### src/rtl/multicycle_control_fsm.sv
// Multi-cycle MIPS controller. Sequences the shared ALU, memory port and
// register file over per-instruction steps. Stalls on MemReady, halts for
// good on a memory timeout, and counts retired instructions.
module multicycle_control_fsm #(
    parameter int unsigned MEM_TIMEOUT = 15,
    parameter int unsigned CNT_W       = 32
) (
    input  logic             clk,
    input  logic             reset,
    input  logic [31:0]      instrWord,
    input  logic             MemReady,
    input  logic             Zero,
    output logic             PCWrite,
    output logic             PCWriteCond,
    output logic             IorD,
    output logic             MemRead,
    output logic             MemWrite,
    output logic             MemToReg,
    output logic             IRWrite,
    output logic [1:0]       PCSource,
    output logic [1:0]       ALUOp,
    output logic             ALUSrcA,
    output logic [1:0]       ALUSrcB,
    output logic             RegWrite,
    output logic             RegDest,
    output logic             Illegal,
    output logic             Halted,
    output logic [CNT_W-1:0] InstrCount
);

    localparam int unsigned WAIT_W = 8;

    localparam logic [5:0] OpR   = 6'b000000;
    localparam logic [5:0] OpLw  = 6'b100011;
    localparam logic [5:0] OpSw  = 6'b101011;
    localparam logic [5:0] OpBeq = 6'b000100;
    localparam logic [5:0] OpJ   = 6'b000010;

    typedef enum logic [3:0] {
        StFetch, StDecode, StMemAddr, StMemRd, StMemWb, StMemWr,
        StExec, StRwb, StBranch, StJump, StHalt
    } state_t;

    // Control word that depends only on the state; registered alongside it.
    typedef struct packed {
        logic       pcwrite;
        logic       pcwritecond;
        logic       iord;
        logic       memread;
        logic       memwrite;
        logic       memtoreg;
        logic [1:0] pcsource;
        logic [1:0] aluop;
        logic       alusrca;
        logic [1:0] alusrcb;
        logic       regwrite;
        logic       regdest;
        logic       halted;
    } ctl_t;

    state_t              state_q, state_d;
    ctl_t                ctl_q;
    logic [WAIT_W-1:0]   wait_q, wait_d;
    logic [CNT_W-1:0]    count_q;
    logic                is_lw_q;
    logic                retire;
    logic                timeout;
    logic                legal;
    logic [5:0]          opcode;
    logic                unused_inputs;

    assign opcode  = instrWord[31:26];
    assign legal   = (opcode == OpR) || (opcode == OpLw) || (opcode == OpSw) ||
                     (opcode == OpBeq) || (opcode == OpJ);
    assign timeout = (wait_q == WAIT_W'(MEM_TIMEOUT));

    // Zero is consumed by the datapath together with PCWriteCond.
    assign unused_inputs = Zero ^ (^instrWord[25:0]);

    function automatic ctl_t state_ctl(input state_t s);
        ctl_t c;
        c = '0;
        case (s)
            StFetch: begin
                c.memread = 1'b1;
                c.alusrcb = 2'b01;
            end
            StDecode:  c.alusrcb = 2'b11;
            StMemAddr: begin
                c.alusrca = 1'b1;
                c.alusrcb = 2'b10;
            end
            StMemRd: begin
                c.memread = 1'b1;
                c.iord    = 1'b1;
            end
            StMemWb: begin
                c.regwrite = 1'b1;
                c.memtoreg = 1'b1;
            end
            StMemWr: begin
                c.memwrite = 1'b1;
                c.iord     = 1'b1;
            end
            StExec: begin
                c.alusrca = 1'b1;
                c.aluop   = 2'b10;
            end
            StRwb: begin
                c.regwrite = 1'b1;
                c.regdest  = 1'b1;
            end
            StBranch: begin
                c.alusrca     = 1'b1;
                c.aluop       = 2'b01;
                c.pcwritecond = 1'b1;
                c.pcsource    = 2'b01;
            end
            StJump: begin
                c.pcwrite  = 1'b1;
                c.pcsource = 2'b10;
            end
            StHalt:  c.halted = 1'b1;
            default: ;
        endcase
        return c;
    endfunction

    // Next state, memory wait counter and retire strobe.
    always_comb begin
        state_d = state_q;
        wait_d  = '0;
        retire  = 1'b0;
        case (state_q)
            StFetch, StMemRd, StMemWr: begin
                if (MemReady) begin
                    if (state_q == StFetch) begin
                        state_d = StDecode;
                    end else if (state_q == StMemRd) begin
                        state_d = StMemWb;
                    end else begin
                        state_d = StFetch;
                        retire  = 1'b1;
                    end
                end else if (timeout) begin
                    state_d = StHalt;
                end else begin
                    wait_d = wait_q + 1'b1;
                end
            end
            StDecode: begin
                case (opcode)
                    OpLw, OpSw: state_d = StMemAddr;
                    OpR:        state_d = StExec;
                    OpBeq:      state_d = StBranch;
                    OpJ:        state_d = StJump;
                    default:    state_d = StFetch;
                endcase
            end
            StMemAddr: state_d = is_lw_q ? StMemRd : StMemWr;
            StExec:    state_d = StRwb;
            StMemWb, StRwb, StBranch, StJump: begin
                state_d = StFetch;
                retire  = 1'b1;
            end
            StHalt:  state_d = StHalt;
            default: state_d = StFetch;
        endcase
    end

    // State, registered control word, wait counter and retire counter.
    always_ff @(posedge clk or posedge reset) begin
        if (reset) begin
            state_q <= StFetch;
            ctl_q   <= state_ctl(StFetch);
            wait_q  <= '0;
            count_q <= '0;
            is_lw_q <= 1'b0;
        end else begin
            state_q <= state_d;
            ctl_q   <= state_ctl(state_d);
            wait_q  <= wait_d;
            if (retire) begin
                count_q <= count_q + 1'b1;
            end
            // Remember lw vs sw so MEMADDR ignores later instrWord changes.
            if (state_q == StDecode) begin
                is_lw_q <= (opcode == OpLw);
            end
        end
    end

    // The control register holds FETCH values during reset, so gate every strobe.
    always_comb begin
        PCWrite     = ~reset & (ctl_q.pcwrite | ((state_q == StFetch) & MemReady));
        PCWriteCond = ~reset & ctl_q.pcwritecond;
        IorD        = ~reset & ctl_q.iord;
        MemRead     = ~reset & ctl_q.memread;
        MemWrite    = ~reset & ctl_q.memwrite;
        MemToReg    = ~reset & ctl_q.memtoreg;
        IRWrite     = ~reset & (state_q == StFetch) & MemReady;
        PCSource    = reset ? 2'b00 : ctl_q.pcsource;
        ALUOp       = reset ? 2'b00 : ctl_q.aluop;
        ALUSrcA     = ~reset & ctl_q.alusrca;
        ALUSrcB     = reset ? 2'b00 : ctl_q.alusrcb;
        RegWrite    = ~reset & ctl_q.regwrite;
        RegDest     = ~reset & ctl_q.regdest;
        Illegal     = ~reset & (state_q == StDecode) & ~legal;
        Halted      = ~reset & ctl_q.halted;
        InstrCount  = count_q;
    end

endmodule
### config.mk
export PLATFORM = sky130hd
export DESIGN_NAME = multicycle_control_fsm
export DESIGN_NICKNAME = d
export VERILOG_FILES = /design/src/rtl/multicycle_control_fsm.sv
export SDC_FILE = /design/constraint.sdc
export NUM_CORES = 1
export LEC_CHECK = 0
export ABC_AREA = 1
export CAP_MARGIN = 20
export CORE_MARGIN = 10
export CORE_UTILIZATION = 30
export CTS_CLUSTER_DIAMETER = 120
export CTS_CLUSTER_SIZE = 25
export DETAILED_ROUTE_END_ITERATION = 8
export PLACE_DENSITY = 0.62
export SLEW_MARGIN = 20
export SYNTH_ARGS = -nofsm -noshare
export SYNTH_HDL_FRONTEND = slang
export SYNTH_SLANG_ARGS = --single-unit
### constraint.sdc
create_clock -name clk -period 2.4 [get_ports clk]
set_input_delay 0.36 -clock clk [delete_from_list [all_inputs] [get_ports clk]]
set_output_delay 0.36 -clock clk [all_outputs]
set_load 0.02 [all_outputs]
==> results_tabular.tex, run 1 <==
\begin{tabular}{lr}
\hline
Metric & Value \\
\hline
\multicolumn{2}{l}{\textbf{STA}} \\
\quad Final hold violation count & 0 \\
\quad Tcrit/Tclk final & 94.3\% \\
\quad Setup\_tns & 0 ns \\
\quad Worst Tran Pin Value & 0.498 ns \\
\quad Min Clock Period, post-route & 2.26 ns \\
\quad Maximum achievable frequency & 442 MHz \\
\quad Setup repair after global routing missed its margin & false \\
\quad Final max-slew violation count & 0 \\
\quad Final setup violation count & 0 \\
\quad Worst clock skew & 0.00754 ns \\
\quad Max-slew headroom at the worst pin & 66.7\% \\
\multicolumn{2}{l}{\textbf{Route}} \\
\quad Starting DRC count in detailed routing & 240 \\
\quad Antenna Violating Nets Remaining & 0 \\
\quad WL final & 8.29 mm \\
\quad Average via count per standard cell & 4.43 \\
\quad Via total after detailed routing & 2991 \\
\quad Drt wl/cell & 12.3 um \\
\quad Drt drc & 0 \\
\quad Pre-Repair DR Iteration Count & 4 \\
\multicolumn{2}{l}{\textbf{Placed design}} \\
\quad Placed Cells incl. Taps & 656 \\
\quad Placer congestion estimate & 0.897 \\
\quad Port bufs & 58 \\
\quad DP HPWL & 6.56 mm \\
\multicolumn{2}{l}{\textbf{Synthesis}} \\
\quad Warning count from the yosys run & 0 \\
\quad Sequential share of the synthesized area & 43.7\% \\
\quad Post-Syn Nets & 495 \\
\quad \#FFs+latches synth & 58 \\
\quad Average instance area after synthesis & 7.28 sq um \\
\quad Share of synthesized registers carrying an async set or reset & 100\% \\
\quad Number of instances in the synthesized netlist & 457 \\
\quad Flip-flop cell with the highest count after synthesis & sky130\_fd\_sc\_hd\_\_dfrtp\_1 \\
\quad Count of distinct cell types in the synthesized netlist & 31 \\
\quad Mapped Area & 0.00333 sq mm \\
\quad Number of synthesized flops with an enable pin & 0 \\
\multicolumn{2}{l}{\textbf{Job}} \\
\quad Number of maximum-capacitance constraint violations & 0 \\
\multicolumn{2}{l}{\textbf{Critical path}} \\
\quad Crit path buf inv count & 1 \\
\quad Kind of cell adding the most delay to the critical path & buffers and inverters \\
\quad Category of the worst setup path capture point & output port \\
\quad Critical Path Max Stage Delay & 0.61 ns \\
\quad Worst R2R Start & InstrCount[0] \\
\quad Type of origin of the critical path & flip-flop \\
\quad First element of the critical path & state\_q[3] \\
\quad CP Cell Sequence & nor2\_2, nand4\_1, nor2\_1, clkdlybuf4s50\_1 \\
\quad CP max stage cell & sky130\_fd\_sc\_hd\_\_clkdlybuf4s50\_1 \\
\quad Critical path type & reg2out \\
\quad Req. time, crit path & 2.04 ns \\
\quad Highest net fanout along the worst path & 5 \\
\quad CP arrival & 1.90 ns \\
\multicolumn{2}{l}{\textbf{Floorplan}} \\
\quad Die Y & 125 um \\
\quad Std cell rows & 38 \\
\quad DIE AREA & 0.0157 sq mm \\
\quad Initial cell density of the core & 30.7\% \\
\quad Die boundary width & 125 um \\
\quad I/O pin count & 86 \\
\quad Core box area & 0.0108 sq mm \\
\multicolumn{2}{l}{\textbf{Pwr}} \\
\quad Highest ir drop seen on vdd & 430 uV \\
\quad Int Pwr & 1.93 mW \\
\quad Part of the power in the clock network & 25.8\% \\
\quad Static leakage power & 1.97 nW \\
\quad Net switching power of the design & 1.19 mW \\
\quad Register share of total power & 40.5\% \\
\quad Power Density & 725 mW/mm\^{}2 \\
\quad Combinational group share of total power & 33.7\% \\
\quad Overall power & 3.12 mW \\
\quad Fraction of power spent switching nets & 38.2\% \\
\multicolumn{2}{l}{\textbf{Global route}} \\
\quad Via count of the first global-routing pass & 3014 \\
\quad Wire length of the first global-routing pass & 14.2 mm \\
\quad Pin count of the biggest net entering global routing & 38 \\
\quad Antenna violations before repair & 0 \\
\quad Total global routing overflow & 0 \\
\quad Global-route usage over all layers & 10.7\% \\
\multicolumn{2}{l}{\textbf{Clocking}} \\
\quad Maximum number of buffers from clock root to sink & 2 \\
\quad TritonCTS Buffers & 9 \\
\quad Reg clk slew, reported paths & 0.07 ns \\
\quad TritonCTS clock tree & built \\
\quad Root buffer cell & sky130\_fd\_sc\_hd\_\_clkbuf\_8 \\
\quad Latest clock arrival within the worst-skew pair & 0.34 ns \\
\quad Number of levels in the clock H-tree & 3 \\
\quad Count of clock tree sinks & 58 \\
\multicolumn{2}{l}{\textbf{Layout}} \\
\quad Area growth syn-to-layout & 29.3\% \\
\quad Number of nets in the finished design & 568 \\
\quad Share of layout cells above drive strength 1 & 11.2\% \\
\quad Highest-count cells in the layout ignoring fill and taps & sky130\_fd\_sc\_hd\_\_nand2\_1, sky130\_fd\_sc\_hd\_\_nor2\_1, sky130\_fd\_sc\_hd\_\_dfrtp\_1, sky130\_fd\_sc\_hd\_\_clkdlybuf4s50\_1, sky130\_fd\_sc\_hd\_\_inv\_1 \\
\quad Commonest non-fill, non-tap cell in the layout & sky130\_fd\_sc\_hd\_\_nand2\_1 \\
\quad Antenna cells & 0 \\
\quad Post-route non-filler standard cell count & 675 \\
\multicolumn{2}{l}{\textbf{Outcome}} \\
\quad Status & complete, no violations \\
\multicolumn{2}{l}{\textbf{Worst hold path}} \\
\quad Kind of path behind the tightest hold check & reg2reg \\
\quad Startpoint of the tightest hold check path & wait\_q[0] \\
\hline
\end{tabular}
## registers in the layout, summed over array words and instances, names as in the netlist
register    cells
is_lw_q         1
ctl_q          13
state_q         4
InstrCount     32
wait_q          8
## power by group through the flow
stage	Sequential [mW]	Combinational [mW]	Clock (mW)
after CTS	1.27	1.07	0.832
after global placement	1.28	1.02	0
after detailed placement	1.28	1.04	0
after global routing	1.28	1.18	0.869
final	1.26	1.05	0.804
after floorplan	1.32	0.616	0
## worst reg2reg max path: stages, from the launching register on
cell and delay [ns]:
sky130_fd_sc_hd__dfrtp_1 0.44, sky130_fd_sc_hd__ha_1 0.31, sky130_fd_sc_hd__nand3_1 0.17, sky130_fd_sc_hd__nor2_2 0.19, sky130_fd_sc_hd__inv_1 0.06, sky130_fd_sc_hd__nor2_1 0.20
sky130_fd_sc_hd__nand2_1 0.11, sky130_fd_sc_hd__xnor2_1 0.13, sky130_fd_sc_hd__nand2_1 0.06, sky130_fd_sc_hd__nand2_1 0.04
## cells by family after synthesis
| family | synth area share (%) |
|---|---|
| flip-flops | 43.7 |
| adder cells (fa/ha/maj) | 0.752 |
| buffers and inverters | 7.97 |
| XOR/XNOR | 7.11 |
| AO/OA/AOI/OAI | 3.12 |
| AND/OR/NAND/NOR | 37.4 |
## worst paths after layout
path,end,slack [ns],cells after the start
hold / removal,wait_q[0],0.50,1
min in group asynchronous,ctl_q[0],0.65,3
max in group asynchronous,InstrCount[23],1.19,4
setup reg to reg,InstrCount[30],0.57,9
hold reg to reg,wait_q[0],0.50,1
setup / recovery,IRWrite,0.14,4
## cells in the mapped netlist (3+ instances only)
cell type | number | area [sq um]
sky130_fd_sc_hd__nor3_1 | 9 | 45.0
sky130_fd_sc_hd__nand3_1 | 25 | 125
sky130_fd_sc_hd__nand2_1 | 130 | 488
sky130_fd_sc_hd__dfrtp_1 | 56 | 1400
sky130_fd_sc_hd__nand2_2 | 9 | 56.3
sky130_fd_sc_hd__inv_2 | 5 | 18.8
sky130_fd_sc_hd__xnor2_1 | 13 | 114
sky130_fd_sc_hd__a21oi_1 | 3 | 15.0
sky130_fd_sc_hd__nor2_4 | 3 | 33.8
sky130_fd_sc_hd__buf_4 | 3 | 22.5
sky130_fd_sc_hd__inv_1 | 52 | 195
sky130_fd_sc_hd__nand4_1 | 8 | 50.1
sky130_fd_sc_hd__nor3b_1 | 3 | 22.5
sky130_fd_sc_hd__o21ai_0 | 11 | 55.1
sky130_fd_sc_hd__nor2_1 | 85 | 319
sky130_fd_sc_hd__nor2_2 | 8 | 50.1
sky130_fd_sc_hd__xor2_1 | 14 | 123
## final cells by class
cell class                 instances  area [sq um]
tap                              140           175
inverter                          57           214
timing repair buffer              70           681
clock buffer                      11           141
clock inverter                     5          30.0
multi-input combinational        334          1610
fill                            1136          6540
sequential                        58          1450
## routing by layer
metal / wire (um) / GRT usage, % / up-vias
li1: - / - / 1550
met1: 3640 / 12.2 / 1372
met5: 0 / 0 / -
met2: 4070 / 18.5 / 61
met3: 501 / 3.76 / 8
met4: 73 / 3.25 / 0
## through the flow
stage                     hold WS (ns)  utilization, %  cell area (sq um)  worst slack, ns
final                            0.497            39.7               4300            0.137
after global routing             0.512            39.7               4300          0.00943
after CTS                        0.496            39.7               4300           0.0853
after detailed placement         0.488            37.9               4110           0.0136
after global placement           0.475            37.9               4110          0.00615
after floorplan                  0.455               -               3330            0.222
## timing repair
item,4_1_cts,5_1_grt
buffers inserted,3,0
gates resized for setup,2,0
endpoints found under the setup margin,3,0
hold buffers,0,0
Note: power is estimated with default switching activity, not from simulation.
==> inputs of run 2 (changes only) <==
--- a/config.mk
+++ b/config.mk
@@ -6,7 +6,6 @@
 export NUM_CORES = 1
 export LEC_CHECK = 0
 export ABC_AREA = 1
-export CAP_MARGIN = 20
 export CORE_MARGIN = 10
 export CORE_UTILIZATION = 30
 export CTS_CLUSTER_DIAMETER = 120
==> results of run 2 <==
Final layout, timing and power as in run 1 (identical DEF).
